--- config.mk ---
export PLATFORM = sky130hd
export DESIGN_NAME = spi_arb
export DESIGN_NICKNAME = d
export VERILOG_FILES = /design/src/rtl/spi_pkg.sv /design/src/rtl/rr_arbiter.sv /design/src/rtl/spi_arb.sv
export SDC_FILE = /design/constraint.sdc
export NUM_CORES = 1
export LEC_CHECK = 0
export CAP_MARGIN = 10
export CELL_PAD_IN_SITES_DETAIL_PLACEMENT = 1
export CELL_PAD_IN_SITES_GLOBAL_PLACEMENT = 1
export CORE_ASPECT_RATIO = 1.4
export CORE_MARGIN = 2
export CORE_UTILIZATION = 31
export CTS_CLUSTER_DIAMETER = 200
export DETAILED_ROUTE_END_ITERATION = 16
export HOLD_SLACK_MARGIN = 0.1
export PLACE_DENSITY = 0.89
export SYNTH_ARGS = -nofsm -noshare
export SYNTH_HDL_FRONTEND = slang
export SYNTH_HIERARCHICAL = 1
export SYNTH_SLANG_ARGS = --single-unit
export TNS_END_PERCENT = 30
--- constraint.sdc ---
create_clock -name clk -period 4.4 [get_ports clk]
set_input_delay 0.44 -clock clk [delete_from_list [all_inputs] [get_ports clk]]
set_output_delay 0.44 -clock clk [all_outputs]
set_load 0.02 [all_outputs]
--- src/rtl/spi_pkg.sv ---
// Shared definitions for the SPI port arbiter: FSM states, SPICR layout and divider width.
package spi_pkg;
    localparam int DIV_W      = 8;
    localparam int SPICR_W    = 11;
    localparam int CR_EN      = 10;
    localparam int CR_IRQ_EN  = 9;
    localparam int CR_IRQ_CLR = 8;

    typedef enum logic [2:0] {
        IDLE, CFG, LOAD, WBUSY, WDONE, READ, HOLD
    } state_t;

    // Control word that enables the port with interrupts off and the given divider.
    function automatic logic [SPICR_W-1:0] cfg_word(input logic [DIV_W-1:0] div);
        logic [SPICR_W-1:0] w;
        w             = '0;
        w[CR_EN]      = 1'b1;
        w[CR_IRQ_EN]  = 1'b0;
        w[CR_IRQ_CLR] = 1'b0;
        w[DIV_W-1:0]  = div;
        return w;
    endfunction
endpackage

--- src/rtl/rr_arbiter.sv ---
// Round-robin selector: one-hot grant to the first requester after ptr, wrapping at NREQ-1.
module rr_arbiter #(
    parameter int NREQ = 4
) (
    input  logic [NREQ-1:0]         req,
    input  logic [$clog2(NREQ)-1:0] ptr,
    output logic [NREQ-1:0]         grant
);
    localparam int PW = $clog2(NREQ);

    always_comb begin
        int            k;
        logic [PW-1:0] sel;
        k     = 0;
        sel   = '0;
        grant = '0;
        for (int i = 1; i <= NREQ; i++) begin
            k = int'(ptr) + i;
            if (k >= NREQ) k = k - NREQ;
            sel = k[PW-1:0];
            if (req[sel] && grant == '0) grant[sel] = 1'b1;
        end
    end
endmodule

--- src/rtl/spi_arb.sv ---
// Arbitrates NREQ byte requesters onto one SPI port (config, write, wait, read per byte).
// Define SPI_ARB_TIMEOUT_EN to add a watchdog that aborts a transfer stuck in the busy wait.
module spi_arb
    import spi_pkg::*;
#(
    parameter int NREQ    = 4,
    parameter int TIMEOUT = 4096
) (
    input  logic               clk,
    input  logic               rst,
    input  logic [NREQ-1:0]    req,
    input  logic [8*NREQ-1:0]  req_data,
    input  logic [NREQ-1:0]    req_last,
    input  logic [8*NREQ-1:0]  req_div,
    output logic [NREQ-1:0]    gnt,
    output logic [NREQ-1:0]    done,
    output logic [7:0]         rdata,
    output logic               err,
    output logic [10:0]        spi_din,
    output logic               spi_cmd,
    output logic               spi_wr,
    output logic               spi_rd,
    input  logic [8:0]         spi_dout
);
    localparam int PW = $clog2(NREQ);

    state_t          state;
    logic [PW-1:0]   ptr;
    logic [PW-1:0]   owner;
    logic [PW-1:0]   next_idx;
    logic [NREQ-1:0] arb_gnt;
    logic            last_q;
    logic            wd_hit;

    rr_arbiter #(.NREQ(NREQ)) u_rr (
        .req   (req),
        .ptr   (ptr),
        .grant (arb_gnt)
    );

    always_comb begin
        next_idx = '0;
        for (int i = 0; i < NREQ; i++)
            if (arb_gnt[i]) next_idx = PW'(i);
    end

`ifdef SPI_ARB_TIMEOUT_EN
    localparam int TW = $clog2(TIMEOUT + 1);
    logic [TW-1:0] wd_cnt;

    always_ff @(posedge clk or negedge rst) begin
        if (!rst)
            wd_cnt <= '0;
        else if (state == WBUSY || state == WDONE)
            wd_cnt <= wd_cnt + 1'b1;
        else
            wd_cnt <= '0;
    end

    assign wd_hit = (state == WBUSY || state == WDONE) && (wd_cnt == TW'(TIMEOUT - 1));
`else
    logic unused_timeout;
    assign unused_timeout = ^TIMEOUT;
    assign wd_hit         = 1'b0;
    assign err            = 1'b0;
`endif

    always_ff @(posedge clk or negedge rst) begin
        if (!rst) begin
            state   <= IDLE;
            gnt     <= '0;
            done    <= '0;
            rdata   <= '0;
            spi_din <= '0;
            spi_cmd <= 1'b0;
            spi_wr  <= 1'b0;
            spi_rd  <= 1'b0;
            ptr     <= PW'(NREQ - 1);
            owner   <= '0;
            last_q  <= 1'b0;
`ifdef SPI_ARB_TIMEOUT_EN
            err     <= 1'b0;
`endif
        end else begin
            spi_cmd <= 1'b0;
            spi_wr  <= 1'b0;
            spi_rd  <= 1'b0;
            done    <= '0;
`ifdef SPI_ARB_TIMEOUT_EN
            err     <= 1'b0;
`endif
            case (state)
                IDLE: if (|req) begin
                    owner   <= next_idx;
                    ptr     <= next_idx;
                    gnt     <= arb_gnt;
                    spi_cmd <= 1'b1;
                    spi_din <= cfg_word(req_div[8*next_idx +: 8]);
                    state   <= CFG;
                end
                CFG: begin
                    spi_wr  <= 1'b1;
                    spi_din <= {3'b000, req_data[8*owner +: 8]};
                    state   <= LOAD;
                end
                LOAD: begin
                    last_q <= req_last[owner];
                    state  <= WBUSY;
                end
                WBUSY: if (spi_dout[8]) state <= WDONE;
                WDONE: if (!spi_dout[8]) begin
                    spi_rd <= 1'b1;
                    rdata  <= spi_dout[7:0];
                    done   <= gnt;
                    state  <= READ;
                end
                READ: if (last_q) begin
                    gnt   <= '0;
                    state <= IDLE;
                end else begin
                    state <= HOLD;
                end
                // Divider is unchanged within a burst, so the next byte goes straight to LOAD.
                HOLD: if (req[owner]) begin
                    spi_wr  <= 1'b1;
                    spi_din <= {3'b000, req_data[8*owner +: 8]};
                    state   <= LOAD;
                end else begin
                    gnt   <= '0;
                    state <= IDLE;
                end
                default: state <= IDLE;
            endcase
`ifdef SPI_ARB_TIMEOUT_EN
            // Abort overrides the normal wait transition: disable the port, no done pulse.
            if (wd_hit) begin
                err     <= 1'b1;
                spi_cmd <= 1'b1;
                spi_rd  <= 1'b0;
                spi_din <= '0;
                done    <= '0;
                gnt     <= '0;
                state   <= IDLE;
            end
`endif
        end
    end
endmodule

# After elaboration in Yosys (flattened, before gate mapping)
# Cells that the tools add are included.
dict set report op_classes {
  div 0
  bitwise_logic 4
  eq_ne 12
  n_mux 52
  multipliers 0
  n_shift 2
  n_lt_le_gt_ge 13
  add_sub_neg 8
  n_reduce_logical 19
}
# op count
set ops {}
lappend ops {{32-bit by 6-bit indexed part select with 8-bit output} 2}
lappend ops {{4-bit 2-to-1 mux} 9}
lappend ops {{11-bit one-hot mux with 3 select lines} 1}
lappend ops {{11-bit 2-to-1 mux} 2}
lappend ops {{3-bit one-hot mux with 7 select lines} 1}
lappend ops {{1-bit 2-to-1 mux} 16}
lappend ops {{2-bit by 3-bit < comparator with 1-bit output, second input constant} 5}
lappend ops {{2-bit 2-to-1 mux} 7}
lappend ops {{1-bit binary-select mux with 2-bit select} 6}
lappend ops {{4-bit zero test} 3}
lappend ops {{3-bit 2-to-1 mux} 4}
lappend ops {{2-bit inequality test, second input constant} 6}
lappend ops {{4-bit bitwise OR} 3}
lappend ops {{4-bit one-hot mux with 3 select lines} 1}
lappend ops {{3-bit equality test, second input constant} 3}
lappend ops {{3-bit >= comparator, second input constant} 3}
lappend ops {{1-bit demux with 2-bit select} 4}
lappend ops {{2-bit by 1-bit >= comparator with 1-bit output, second input constant} 4}
lappend ops {{2-bit by 1-bit subtractor with 2-bit output, second input constant} 4}
lappend ops {{1-bit logical AND} 7}
lappend ops {{2-bit by 2-bit adder with 3-bit output, second input constant} 2}
lappend ops {{3-bit by 2-bit equality test with 1-bit output, second input constant} 2}
lappend ops {{3-bit AND reduction} 2}
lappend ops {{3-bit nonzero test} 2}
lappend ops {{other kinds (10)} 11}
dict set report word_totals {
  input_bits 83
  mem_bits_ro 0
  n_memories 0
  out_inout_bits 31
  mem_bits_rw 0
  reg_bits 38
  elab_cells 121
  latchBits 0
}

# Depth between registers and ports, before layout
dict set report depth {
  word_depth 23
  mapped_depth 13
  depth_no_buf 11
}

# Modules after synthesis
# The synthesis kept the hierarchy.
# module instances seq_area_each_um2 cells_per_inst area_each_um2
set by_module_without_submodules {}
lappend by_module_without_submodules {spi_arb 1 903.4 189 2085.8}
lappend by_module_without_submodules {rr_arbiter 1 0.0 48 461.7}

# Least setup slack after synthesis
# Ideal clock, no wire load.
dict set report synth_path {
  path_type {register -> register}
  startpoint {register ptr[0]}
  endpoint {register owner[0]}
  n_path_buf 3
  arrival_ns 3.310
  required_ns 4.260
  period_less_slack_ns 3.450
  setup_ns 0.140
  slack_ns 0.950
  path_stages_with_launch 13
  path_cell_list {dfstp_2 > buf_6 > inv_1 > ha_1 > or4_1 > a21boi_4 > o21ai_2 > o41ai_1 > clkbuf_1 > buf_2 > inv_1 > a2111oi_0 > nor2_1}
}
dict set report synth_via {
  elab_cells_between_ends 60
  classes_between {8 x add/sub; 12 x order compare; 27 x mux; 3 x bitwise; 10 x reduce/logical}
}
# element line_no
set synth_rtl {}
lappend synth_rtl {{start: declaration} spi_arb.sv:28} ;# logic [PW-1:0] ptr;
lappend synth_rtl {{start signal: assignment} spi_arb.sv:78} ;# ptr <= PW'(NREQ - 1);
lappend synth_rtl {{start signal: assignment} spi_arb.sv:95} ;# ptr <= next_idx;
lappend synth_rtl {{2-bit by 1-bit adder with 3-bit output} rr_arbiter.sv:18} ;# k = int'(ptr) + i;
lappend synth_rtl {{3-bit >= comparator or 2-bit by 1-bit subtractor with 2-bit output (tied branches)} rr_arbiter.sv:19} ;# if (k >= NREQ) k = k - NREQ;
lappend synth_rtl {{2-bit 2-to-1 mux} rr_arbiter.sv:19}
lappend synth_rtl {{2-bit by 3-bit < comparator with 1-bit output (implied by the code) or 2-bit by 1-bit >= comparator with 1-bit output (tied branches)} rr_arbiter.sv:21} ;# if (req[sel] && grant == '0) grant[sel] = 1'b1;
lappend synth_rtl {{1-bit logical AND (implied by the code)} rr_arbiter.sv:21}
lappend synth_rtl {{1-bit 2-to-1 mux (implied by the code)} rr_arbiter.sv:21}
lappend synth_rtl {{1-bit demux with 2-bit select} -}
lappend synth_rtl {{4-bit 2-to-1 mux} rr_arbiter.sv:21}
lappend synth_rtl {{[... 3 more ...]} -}
lappend synth_rtl {{4-bit zero test} rr_arbiter.sv:21}
lappend synth_rtl {{1-bit logical AND} rr_arbiter.sv:21}
lappend synth_rtl {{4-bit 2-to-1 mux} rr_arbiter.sv:21}
lappend synth_rtl {{4-bit zero test} rr_arbiter.sv:21}
lappend synth_rtl {{1-bit logical AND} rr_arbiter.sv:21}
lappend synth_rtl {{4-bit 2-to-1 mux *} rr_arbiter.sv:21}
lappend synth_rtl {{net arb_gnt[2]} spi_arb.sv:31} ;# logic [NREQ-1:0] arb_gnt;
lappend synth_rtl {{2-bit 2-to-1 mux * (2 in series)} spi_arb.sv:44} ;# if (arb_gnt[i]) next_idx = PW'(i);
lappend synth_rtl {{end signal: assignment} spi_arb.sv:94} ;# owner <= next_idx;
lappend synth_rtl {{end: declaration} spi_arb.sv:29} ;# logic [PW-1:0] owner;
# Mark *: on every way through the listed nets, which the timed path passes. The rest lies on a longest branch. The select of a mux whose other input is x is not followed.
# A chain may end at the register's enable or synchronous reset.

# Final worst setup path
# Same ends and word-level chain as after synthesis.

==> results.md <==
* Period Utilization, post-route at 0.865
* HPWL after DPL at 6.52 mm
* Reg2Reg Depth at 10
* Register bit total from synthesis at 36
* Critical Path RT at 4.54 ns
* Die Y at 111 microns
* Largest net degree at the start of global routing at 37
* Die Area at 0.00897 sq mm
* Port bufs at 110
* Share of post-route cells with drive strength above 1 at 0.152
* Pre-CTS setup slack at 0.603 ns
* R2R Path Start: ptr[0]
* Sequential Area at 903 sq um
* R2R Setup Slk at 0.59 ns
* Clock root cell: clkbuf_16
* Synth-to-layout area growth at 50.6%
* Sequential cell area fraction in the yosys report at 0.355
* Top-count cell post-synth: dfrtp_1
* Max-slew violation count at 0
* Total global routing track utilization at 0.193
* Slowest stage cell, crit path: dfstp_2
* Synth top area share at 0.334
* Most used cell, CP: inv_1
* Status: complete, no violations
* Setup Fix Bufs, Post-CTS at 0
* Crit path kind: reg -> reg
* Area leader, netlist: dfrtp_1
* Crit path from: ptr[0]
* Maximum clock path buffer count at 2
* Final core occ at 0.476
* Antenna Violating Nets Remaining at 0
* First-pass GRT wire length at 13.3 mm
* Worst hold path class: in -> async
* Avg Vias per Cell at 5.35
* Most frequent cells after synthesis: 34 x dfrtp_1, 17 x mux2_2, 17 x nand2_1
* YS warnings at 6
* Slew @ Worst Pin at 1.02 ns
* Critical path, cell by cell: inv_1 -> ha_1 -> or4_1 -> a21boi_4 -> o21ai_2 -> o41ai_2 -> buf_4 -> inv_1 -> a2111oi_0 -> nor2_1
* Vias in the first global route at 2750
* Dominant synthesized flop cell: dfrtp_1
* Syn avg cell area at 10.7 sq um
* DR pass1 iterations at 4
* Gate Count Post-Synth at 237
* Wire per inst at 18.1 microns
* Clock Latency Late Sink at 0.29 ns
* Unrepaired setup endpoints after global routing: no
* Rows at 39
* Setup Total Neg Slack at 0 ns
* Leakage Power at 1.50 nW
* Drt total wl at 8.07 mm
* Antenna violations before repair at 0
* Kind of end point of the critical path: flop
* EDFF count, synth at 0
* Layout filler cell count at 885
* Crit path to: owner[0]
* Peak supply drop at 0.000374 V
* Crit path max fanout at 17
* CP max stage delay at 0.66 ns
* Top cells by area, synth: dfrtp_1 33%, mux4_2 11%, mux2_2 7.5%
* Pwr Total at 2.94 mW
* TritonCTS clock tree: done
* DRC viols at 0
* Startpoint types: flop
* Max Fclk at 0.263 GHz
* Async set-or-reset flop fraction in the synthesized netlist at 1.00
* Design area at 0.00384 sq mm
* Via count at 2381
* Clock-pin slew on the worst setup and hold paths at 0.06 ns
* Initial core utilization at 0.316
* CTS buffer count at 5
* Count of cell types in the netlist at 56
* Iter 0 DRT Violations at 69
* Hold Buf Count CTS at 0
* Core area at 0.00805 sq mm
* H-Tree Depth at 2
* Clock skew at 0.00875 ns
* Relative slew slack at 0.316
* Final worst slack at 0.593 ns
* R2R Path End: owner[0]
* Period minus WS final at 3.81 ns
* Pwr/cell area at 765 mW/mm^2
* Final Hold Viols at 0
* Total I/O pin count at 114
* Grt ovf at 0
* Post-CTS resize count at 0
* Arrival @ worst endpoint at 3.94 ns
* Chip width at 80.6 microns
* Area of the multi-input gates at 0.00153 sq mm
* TritonCTS Sinks at 36
* Placed Area at 0.00370 sq mm
* ANT cells at 0
* Final setup fails at 0
* Max-Cap Viols at 0
* Gpl congestion at 0.873
* # nets final at 433
* Synthesized cell area at 0.00255 sq mm
## placed cells by master (no fill, tap or decap), types with 9 or more instances in the layout
master	count
nand2b_1	9
nand2_1	17
mux2_2	17
nor2_1	14
a21oi_1	9
dfrtp_1	34
clkdlybuf4s50_1	109
nand3_1	9
mux4_2	12
## worst max-delay path, delay by kind of cell, from the launching register on
family,cells,cell delay (ns)
AO/OA/AOI/OAI,4,1.55
AND/OR/NAND/NOR,2,0.68
buffers and inverters,3,0.50
adder cells (fa/ha/maj),1,0.27
flip-flops,1,0.66
## layer usage
| metal | up-vias | global-route usage | wire (microns) |
|---|---|---|---|
| li1 | 1101 | - | - |
| met1 | 1165 | 0.197 | 2770 |
| met2 | 95 | 0.361 | 4530 |
| met3 | 20 | 0.0440 | 464 |
| met4 | 0 | 0.0870 | 306 |
| met5 | - | 0 | 0 |
## state kept, by name, indices dropped and copies added (netlist names), 2 cells and up
| register | cells |
|---|---|
| done | 4 |
| gnt | 4 |
| owner | 2 |
| ptr | 2 |
| rdata | 8 |
| spi_din | 9 |
| state | 3 |
## per-stage QoR
stage,std cells,hold WS [ns]
3_3_place_gp,437,0.469
3_5_place_dp,437,0.484
2_1_floorplan,239,0.144
4_1_cts,445,0.275
6_report,445,0.242
5_1_grt,445,0.319
## cell type report
cell class,instances,area share
Multi-Input combinational cell,180,0.399
Timing Repair Buffer,112,0.290
Tap cell,102,0.0333
Sequential cell,36,0.235
Inverter,7,0.00685
Clock buffer,8,0.0356
## cell families after synthesis
kind of cell | synth area share
flops | 0.355
other cells | 0.00147
buf+inv | 0.0501
fa+ha+maj | 0.0393
mux | 0.237
simple gates | 0.152
compound gates | 0.165
## worst min-delay path by stage
stage	startpoint	to	depth (start not counted)
after global placement	spi_din[6]	spi_din[6]	1
after CTS	rst	spi_din[10]	1
after floorplan	rst	done[0]	0
final	rst	spi_din[5]	1
after detailed placement	spi_din[7]	spi_din[7]	1
after global routing	rst	spi_din[3]	1
## power by group
group          internal [mW]  switching, mW  total [mW]
clock network          0.210          0.128       0.338
logic                  0.920          0.995        1.92
registers              0.492          0.191       0.682
total                   1.62           1.31        2.94
Power figures use the tool's default switching activity.
